### src/rtl/neuron_pkg.sv
`default_nettype none
// ============================================================================
// Module : neuron_pkg
// Brief  : Shared lane/weight constants, feeder state type and sizing helper.
// Rev    : 1.0
// ============================================================================
package neuron_pkg;

    localparam int LANES = 4;
    localparam int WT_W  = 5;

    typedef enum logic [1:0] {
        LOAD   = 2'd0,
        PRIME  = 2'd1,
        STREAM = 2'd2
    } feed_state_t;

    function automatic int ceil_div(input int a, input int b);
        return (a + b - 1) / b;
    endfunction

endpackage
`default_nettype wire

### src/rtl/neuron_feeder_act_buffer.sv
`default_nettype none
// ============================================================================
// Module : act_buffer
// Brief  : Activation register file, one write port, 4-lane zero-padded read.
// Rev    : 1.0
// ============================================================================
module act_buffer
    import neuron_pkg::*;
#(
    parameter int IN_W   = 5,
    parameter int NUM_IN = 16,
    parameter int AW     = 4,
    parameter int GA_W   = 2
) (
    input  logic                    gated_clk,
    input  logic                    rst_n,
    input  logic                    we,
    input  logic [AW-1:0]           waddr,
    input  logic [IN_W-1:0]         wdata,
    input  logic [GA_W-1:0]         rgrp,
    output logic [LANES*IN_W-1:0]   rdata
);

    localparam int DEPTH = 1 << AW;
    localparam int PAD   = (1 << GA_W) * LANES;

    logic [IN_W-1:0] mem    [DEPTH];
    logic [IN_W-1:0] padded [PAD];

    always_ff @(posedge gated_clk or negedge rst_n) begin
        if (!rst_n) begin
            for (int i = 0; i < DEPTH; i++) begin
                mem[i] <= '0;
            end
        end else if (we) begin
            mem[waddr] <= wdata;
        end
    end

    // Slots past the vector end read as zero so padded lanes null their product.
    for (genvar i = 0; i < PAD; i++) begin : g_pad
        if (i < NUM_IN) begin : g_live
            assign padded[i] = mem[i];
        end else begin : g_zero
            assign padded[i] = '0;
        end
    end

    for (genvar k = 0; k < LANES; k++) begin : g_lane
        localparam logic [1:0] LANE = 2'(k);
        assign rdata[k*IN_W +: IN_W] = padded[{rgrp, LANE}];
    end

endmodule
`default_nettype wire

### src/rtl/neuron_feeder.sv
`default_nettype none
// ============================================================================
// Module : neuron_feeder
// Brief  : Buffers one activation vector, then issues it as 4-lane beats.
// Rev    : 1.0
// ============================================================================
module neuron_feeder
    import neuron_pkg::*;
#(
    parameter  int IN_W    = 5,
    parameter  int NUM_IN  = 16,
    localparam int NUM_GRP = ceil_div(NUM_IN, LANES),
    localparam int GA_W    = (NUM_GRP > 1) ? $clog2(NUM_GRP) : 1
) (
    input  logic                     gated_clk,
    input  logic                     rst_n,
    input  logic                     act_valid,
    output logic                     act_ready,
    input  logic signed [IN_W-1:0]   act_data,
    output logic [GA_W-1:0]          wt_addr,
    input  logic [LANES*WT_W-1:0]    wt_data,
    output logic signed [IN_W-1:0]   in0,
    output logic signed [IN_W-1:0]   in1,
    output logic signed [IN_W-1:0]   in2,
    output logic signed [IN_W-1:0]   in3,
    output logic signed [WT_W-1:0]   w0,
    output logic signed [WT_W-1:0]   w1,
    output logic signed [WT_W-1:0]   w2,
    output logic signed [WT_W-1:0]   w3,
    output logic                     input_ready,
    output logic                     group_last
);

    localparam int              FC_W      = (NUM_IN > 1) ? $clog2(NUM_IN) : 1;
    localparam logic [FC_W-1:0] FILL_LAST = FC_W'(NUM_IN - 1);
    localparam logic [GA_W-1:0] GRP_LAST  = GA_W'(NUM_GRP - 1);

    feed_state_t                state;
    logic [FC_W-1:0]            fill_cnt;
    logic [GA_W-1:0]            grp;
    logic [LANES*IN_W-1:0]      lanes;
    logic                       take;

    assign act_ready = (state == LOAD);
    assign take      = act_valid && act_ready;

    // Address runs one group ahead so the synchronous weight read lines up with grp.
    always_comb begin
        wt_addr = '0;
        if (state == STREAM && grp != GRP_LAST) begin
            wt_addr = grp + GA_W'(1);
        end
    end

    act_buffer #(
        .IN_W   (IN_W),
        .NUM_IN (NUM_IN),
        .AW     (FC_W),
        .GA_W   (GA_W)
    ) u_buf (
        .gated_clk (gated_clk),
        .rst_n     (rst_n),
        .we        (take),
        .waddr     (fill_cnt),
        .wdata     (act_data),
        .rgrp      (grp),
        .rdata     (lanes)
    );

    always_ff @(posedge gated_clk or negedge rst_n) begin
        if (!rst_n) begin
            state       <= LOAD;
            fill_cnt    <= '0;
            grp         <= '0;
            in0         <= '0;
            in1         <= '0;
            in2         <= '0;
            in3         <= '0;
            w0          <= '0;
            w1          <= '0;
            w2          <= '0;
            w3          <= '0;
            input_ready <= 1'b0;
            group_last  <= 1'b0;
        end else begin
            input_ready <= 1'b0;
            group_last  <= 1'b0;
            case (state)
                LOAD: begin
                    if (take) begin
                        if (fill_cnt == FILL_LAST) begin
                            fill_cnt <= '0;
                            state    <= PRIME;
                        end else begin
                            fill_cnt <= fill_cnt + FC_W'(1);
                        end
                    end
                end
                PRIME: begin
                    grp   <= '0;
                    state <= STREAM;
                end
                STREAM: begin
                    in0         <= lanes[0*IN_W +: IN_W];
                    in1         <= lanes[1*IN_W +: IN_W];
                    in2         <= lanes[2*IN_W +: IN_W];
                    in3         <= lanes[3*IN_W +: IN_W];
                    w0          <= wt_data[0*WT_W +: WT_W];
                    w1          <= wt_data[1*WT_W +: WT_W];
                    w2          <= wt_data[2*WT_W +: WT_W];
                    w3          <= wt_data[3*WT_W +: WT_W];
                    input_ready <= 1'b1;
                    group_last  <= (grp == GRP_LAST);
                    if (grp == GRP_LAST) begin
                        grp   <= '0;
                        state <= LOAD;
                    end else begin
                        grp <= grp + GA_W'(1);
                    end
                end
                default: state <= LOAD;
            endcase
        end
    end

endmodule
`default_nettype wire

### config.mk
export PLATFORM = sky130hd
export DESIGN_NAME = neuron_feeder
export DESIGN_NICKNAME = d
export VERILOG_FILES = /design/src/rtl/neuron_pkg.sv /design/src/rtl/neuron_feeder_act_buffer.sv /design/src/rtl/neuron_feeder.sv
export SDC_FILE = /design/constraint.sdc
export NUM_CORES = 1
export LEC_CHECK = 0
export CAP_MARGIN = 25
export CORE_MARGIN = 2
export CORE_UTILIZATION = 50
export DETAILED_ROUTE_END_ITERATION = 6
export GPL_TIMING_DRIVEN = 0
export PLACE_DENSITY = 0.73
export SYNTH_ARGS = -nofsm -noshare
export SYNTH_HDL_FRONTEND = slang
export SYNTH_SLANG_ARGS = --single-unit
### constraint.sdc
create_clock -name gated_clk -period 2.46 [get_ports gated_clk]
set_input_delay 0.738 -clock gated_clk [delete_from_list [all_inputs] [get_ports gated_clk]]
set_output_delay 0.738 -clock gated_clk [all_outputs]
set_load 0.005 [all_outputs]
# ---- Word level (Yosys, flattened, before mapping)
# Index checks and enable logic that the tools add are counted.
dict set report totals {
  ff_bits 130
  out_inout_bits 45
}
dict set report op_classes {
  n_addsub 2
  n_lt_le_gt_ge 6
  n_eq_ne 8
  muxes 25
  bitwise_logic 5
  n_reduce_logical 7
}
# op count
set op_table {}
lappend op_table {{$bmux 5 s4} 4}
lappend op_table {{$bwmux 80} 1}
lappend op_table {{$mux 5} 9}
lappend op_table {{$ge 5x5->1 const B} 5}
lappend op_table {{$not 4->5} 5}
lappend op_table {{$demux 5 s4} 1}
lappend op_table {{$mux 2} 5}
lappend op_table {{$ne 2x1->1 const B} 3}
lappend op_table {{$pmux 2 s3} 1}
lappend op_table {{$lt 5x1->1 const B} 1}
lappend op_table {{$add 4x1->4 const B} 1}
lappend op_table {{$eq 2x2->1 const B} 2}
lappend op_table {{$eq 4x4->1 const B} 1}
lappend op_table {{$mux 4} 1}
lappend op_table {{$pmux 2 s2} 1}
lappend op_table {{$logic_and 1x1->1} 3}
lappend op_table {{$reduce_and 3->1} 1}
lappend op_table {{$add 2x1->2 const B} 1}
lappend op_table {{$eq 2x1->1 const B} 1}
lappend op_table {{$logic_not 2->1} 1}
lappend op_table {{$mux 1} 2}
lappend op_table {{$ne 2x2->1 const B} 1}
lappend op_table {{$reduce_and 2->1} 1}
lappend op_table {{$reduce_bool 2->1} 1}

# ---- Depth between registers and ports, before layout
dict set report logic_depth {
  ltp_word 6
  ltp_mapped 6
  depth_no_buf 5
}

# ---- Hierarchy
# A second synthesis with hierarchy kept.
dict set report unflattened {
  cells_unflattened 344
  area_unflattened_um2 5527.8
}
# mod n_inst cells_each area_each_um2
set modules_own_cells {}
lappend modules_own_cells {act_buffer 1 217 3530.9}
lappend modules_own_cells {neuron_feeder 1 127 1996.9}

# ---- Least setup slack after synthesis
# Ideal clock, no wire load.
dict set report synth_timing {
  kind {reg-to-output}
  start {register state[0]}
  end {output port wt_addr[0]}
  arrival_ns 1.189
  t_required_ns 1.722
  slack_ns 0.533
  path_stages_with_launch 6
  n_path_buf 1
  path_cell_list {dfrtp_1 -> inv_1 -> ha_1 -> clkbuf_1 -> nor2b_1 -> nor2b_1}
}
dict set report synth_via {
  elab_chain_len 3
}
# item line_no
set synth_lines {}
lappend synth_lines {{start, declared} neuron_feeder.sv:38} ;# feed_state_t state;
lappend synth_lines {{start signal, assigned} neuron_feeder.sv:72} ;# state <= LOAD;
lappend synth_lines {{start signal, assigned} neuron_feeder.sv:93} ;# state <= PRIME;
lappend synth_lines {{start signal, assigned} neuron_feeder.sv:101} ;# state <= STREAM;
lappend synth_lines {{$eq 2x2->1} neuron_feeder.sv:50} ;# if (state == STREAM && grp != GRP_LAST) begin
lappend synth_lines {{$logic_and 1x1->1} neuron_feeder.sv:50}
lappend synth_lines {{$mux 2} neuron_feeder.sv:50}
lappend synth_lines {{end, declared} neuron_feeder.sv:20} ;# output logic [GA_W-1:0] wt_addr,
# Every way passes these cells.

# ---- Worst setup path in the final report
dict set report layout_timing {
  start {register state[1]}
  end {output port act_ready}
}
dict set report layout_via {
  elab_chain_len 1
}
# item line_no
set layout_lines {}
lappend layout_lines {{$logic_not 2->1} neuron_feeder.sv:44} ;# assign act_ready = (state == LOAD);
lappend layout_lines {{end, declared} neuron_feeder.sv:18} ;# output logic act_ready,
# Every way passes these cells.

==> metrics.cfg <==
[outcome]
status = complete, no violations

[sta]
setup_viol = 0
fin_crit_ns = 2.40
timing.final.crit_share_pct = 97.5
fin_worst_hold_slack_ns = 0.294
worst_slack_ns = 0.0610
clock_skew_ns = 0.00660
finalMaxSlewViolations = 0
hold_viol = 0
slew_headroom_pct = 49.9
fin_setup_tns_ns = 0
max_slew.worst_pin.slew_ns = 0.752
rsz0062_at_grt = false
max_freq_ghz = 0.417

[detailed_routing]
drt_first_iter_violations = 119
via_per_inst = 5.47
final_antenna_net_count = 0
vias = 3263
drcViolationCount = 0
dr.pass1.iters = 4
drt-wirelength-per-cell_um = 19.1
wl_mm = 11.4

[yosys]
synth_top_family_by_area = multiplexers
synth_xor_xnor_area_share_pct = 0.311
synth.ff_latch_count = 130
synth_warnings = 0
synth_compound_area_share_pct = 0.511
synth_area_per_cell_um2 = 16.2
synth_simple_gate_area_share_pct = 3.42
ys_seq_area_share_pct = 57.8
syn_nets = 385
synthMuxAreaShare_pct = 33.8
synth.distinct_cells = 25
synthAdderAreaFrac_pct = 2.00
netlist_area_um2 = 5630
syn_inst = 348

[power]
power_frac_seq_pct = 39.3
p_switching_uw = 2520
power_frac_comb_pct = 35.2
peakVddDrop_uv = 682
p_total_uw = 9110
swShare_pct = 27.7
p_int_uw = 6590
pwr_density_cell_nw_per_um2 = 1270
pwr-share-clk_pct = 25.6
leakage_uw = 0.00317

[setup_path]
critPathArrivalTime_ns = 1.66
crit_type = register to primary output
critical-path-top-delay-family = buffers and inverters
critical-path-max-stage-delay_ns = 0.51
cp_num_buf_inv = 2
start_kind = register
worst-endpoint-required_ns = 1.72
end_kind = primary output
path_max_fanout = 8
worst_path_max_delay_cell = clkdlybuf4s50_1
cp_cell_sequence = inv_2, ha_4, clkdlybuf4s50_1

[clock_network]
cts_sinks = 130
cts_tree = done
numCtsBuffers = 17
clk_path_buf_depth = 2
cts_root_buffer = clkbuf_16
clkSlewWorstSetupHoldPaths_ns = 0.06
clk-insertion-delay-late_ns = 0.41
htreeDepth = 4
ctsHoldBuffers = 0

[die]
die_w_um = 110
io_pins = 73
coreArea_um2 = 10900
fp-row-count = 38
die_area_um2 = 12100
dieHeight_um = 110
initial_core_util_pct = 51.5

[placement]
gp_congestion = 0.754
numPortBuffers = 72
place_inst = 561
dp_hpwl_mm = 7.47
dp_slack_ns = -0.247

[layout]
nets = 481
final_cells = 597
drive_gt1_share_pct = 44.4
diodes = 0
fillCellCount = 812
area_growth_pct = 27.4

[global_routing]
antenna_found_initial = 0
grt_max_degree = 71
grt_pass1_vias = 3309
grt_first_pass_wirelength_mm = 17.7
grt_overflow = 0
grt_usage_pct = 20.2

[run]
drv_cap = 0

[hold_path]
hold_path_class = primary input to asynchronous set/reset pin

synth_stat cells, drive strengths merged:
master / number / area, um2
a21oi: 2 / 10.0
and2: 2 / 12.5
buf: 10 / 70.1
clkbuf: 9 / 33.8
dfrtp: 130 / 3250
ha: 9 / 113
inv: 5 / 18.8
mux2: 124 / 1450
mux4: 20 / 450
nand2: 3 / 11.3
nand2b: 3 / 18.8
nand3: 6 / 35.0
nand4: 1 / 6.26
nor2: 12 / 45.0
nor2b: 2 / 12.5
nor3: 2 / 32.5
o21ai: 2 / 10.0
o41ai: 1 / 8.76
or3: 3 / 18.8
xnor2: 2 / 17.5
worst paths after layout:
check                         startpoint             to  slack [ns]  cells after the start
max in group asynchronous          rst_n         grp[0]        1.43                      2
max reg2reg                     state[1]   u_buf.mem[1]        0.52                      5
min reg2reg                u_buf.mem[20]  u_buf.mem[20]        0.50                      1
min                                rst_n          w3[4]        0.29                      1
min in group gated_clk     u_buf.mem[20]  u_buf.mem[20]        0.50                      1
max                             state[1]      act_ready        0.06                      3
flip-flops by register name, indices dropped and copies added, names as in the netlist:
name         count
group_last       1
w0               5
w2               5
in0              5
in3              5
w3               5
state            2
w1               5
u_buf.mem       80
input_ready      1
fill_cnt         4
in1              5
in2              5
grp              2
layout make-up:
class / count / area [um2] / area share (%)
flip-flops and latches: 130 / 3250 / 45.4
multi-input cells: 194 / 2290 / 31.9
repair buffers: 78 / 781 / 10.9
clock buffers: 18 / 439 / 6.12
well taps: 140 / 175 / 2.44
clock inverters: 14 / 115 / 1.60
plain buffers: 18 / 100 / 1.40
inverters: 5 / 18.8 / 0.262
layout by cell type, fill, tap and decap left out, types with 2 or more instances in the layout:
| cell type | Yosys | layout |
|---|---|---|
| xnor2_1 | 2 | 2 |
| dfrtp_1 | 130 | 129 |
| inv_1 | 5 | 3 |
| clkdlybuf4s50_1 | 0 | 69 |
| and2_1 | 2 | 2 |
| buf_2 | 5 | 5 |
| inv_2 | 0 | 2 |
| nor3_4 | 2 | 2 |
| clkinvlp_4 | 0 | 5 |
| nand2b_1 | 3 | 3 |
| buf_6 | 3 | 4 |
| ha_1 | 9 | 7 |
| or3_1 | 3 | 3 |
| clkbuf_16 | 0 | 17 |
| nand2_1 | 3 | 3 |
| nor2_1 | 12 | 12 |
| ha_4 | 0 | 2 |
| o21ai_0 | 2 | 2 |
| a21oi_1 | 2 | 2 |
| mux2_4 | 15 | 15 |
| mux2_2 | 109 | 109 |
| clkbuf_1 | 9 | 8 |
| buf_4 | 1 | 6 |
| clkinv_2 | 0 | 6 |
| mux4_2 | 20 | 20 |
| nand3_1 | 5 | 5 |
timing repair:
item | in CTS | in global routing
cloned | 0 | 0
buffers inserted | 5 | 0
endpoints found under the setup margin | 3 | 1
resized for setup | 12 | 2
pin swaps | 1 | 0
routing by layer:
metal / part of all wire [%] / track usage (%) / vias up
met1: 45 / 26.5 / 1714
met2: 49 / 33.0 / 77
met5: 0 / 0 / -
met4: 1.7 / 7.77 / 0
li1: - / - / 1456
met3: 4.7 / 4.76 / 16
power groups by stage:
| stage | Combinational [uW] | Sequential [uW] | Clock (uW) |
|---|---|---|---|
| 2_1_floorplan | 1960 | 3530 | 0 |
| 3_3_place_gp | 3050 | 3570 | 0 |
| 3_5_place_dp | 3140 | 3610 | 0 |
| 4_1_cts | 3260 | 3580 | 2390 |
| 5_1_grt | 3480 | 3700 | 2470 |
| 6_report | 3210 | 3580 | 2330 |
kinds of logic (layout without fill, tap and decap cells):
| kind of cell | after synthesis | in the layout |
|---|---|---|
| multiplexers | 144 | 144 |
| flip-flops | 130 | 130 |
| AND/OR/NAND/NOR | 34 | 34 |
| buffers and inverters | 24 | 133 |
| adder cells (fa/ha/maj) | 9 | 9 |
| AO/OA/AOI/OAI | 5 | 5 |
| XOR/XNOR | 2 | 2 |
through the flow:
stage	area, um2	utilization, %
6_report	7170	65.6
5_1_grt	7170	65.6
4_1_cts	7180	65.6
3_5_place_dp	6560	59.9
3_3_place_gp	6530	59.7
2_1_floorplan	5630	-
Note: power is estimated with default switching activity, not from simulation.
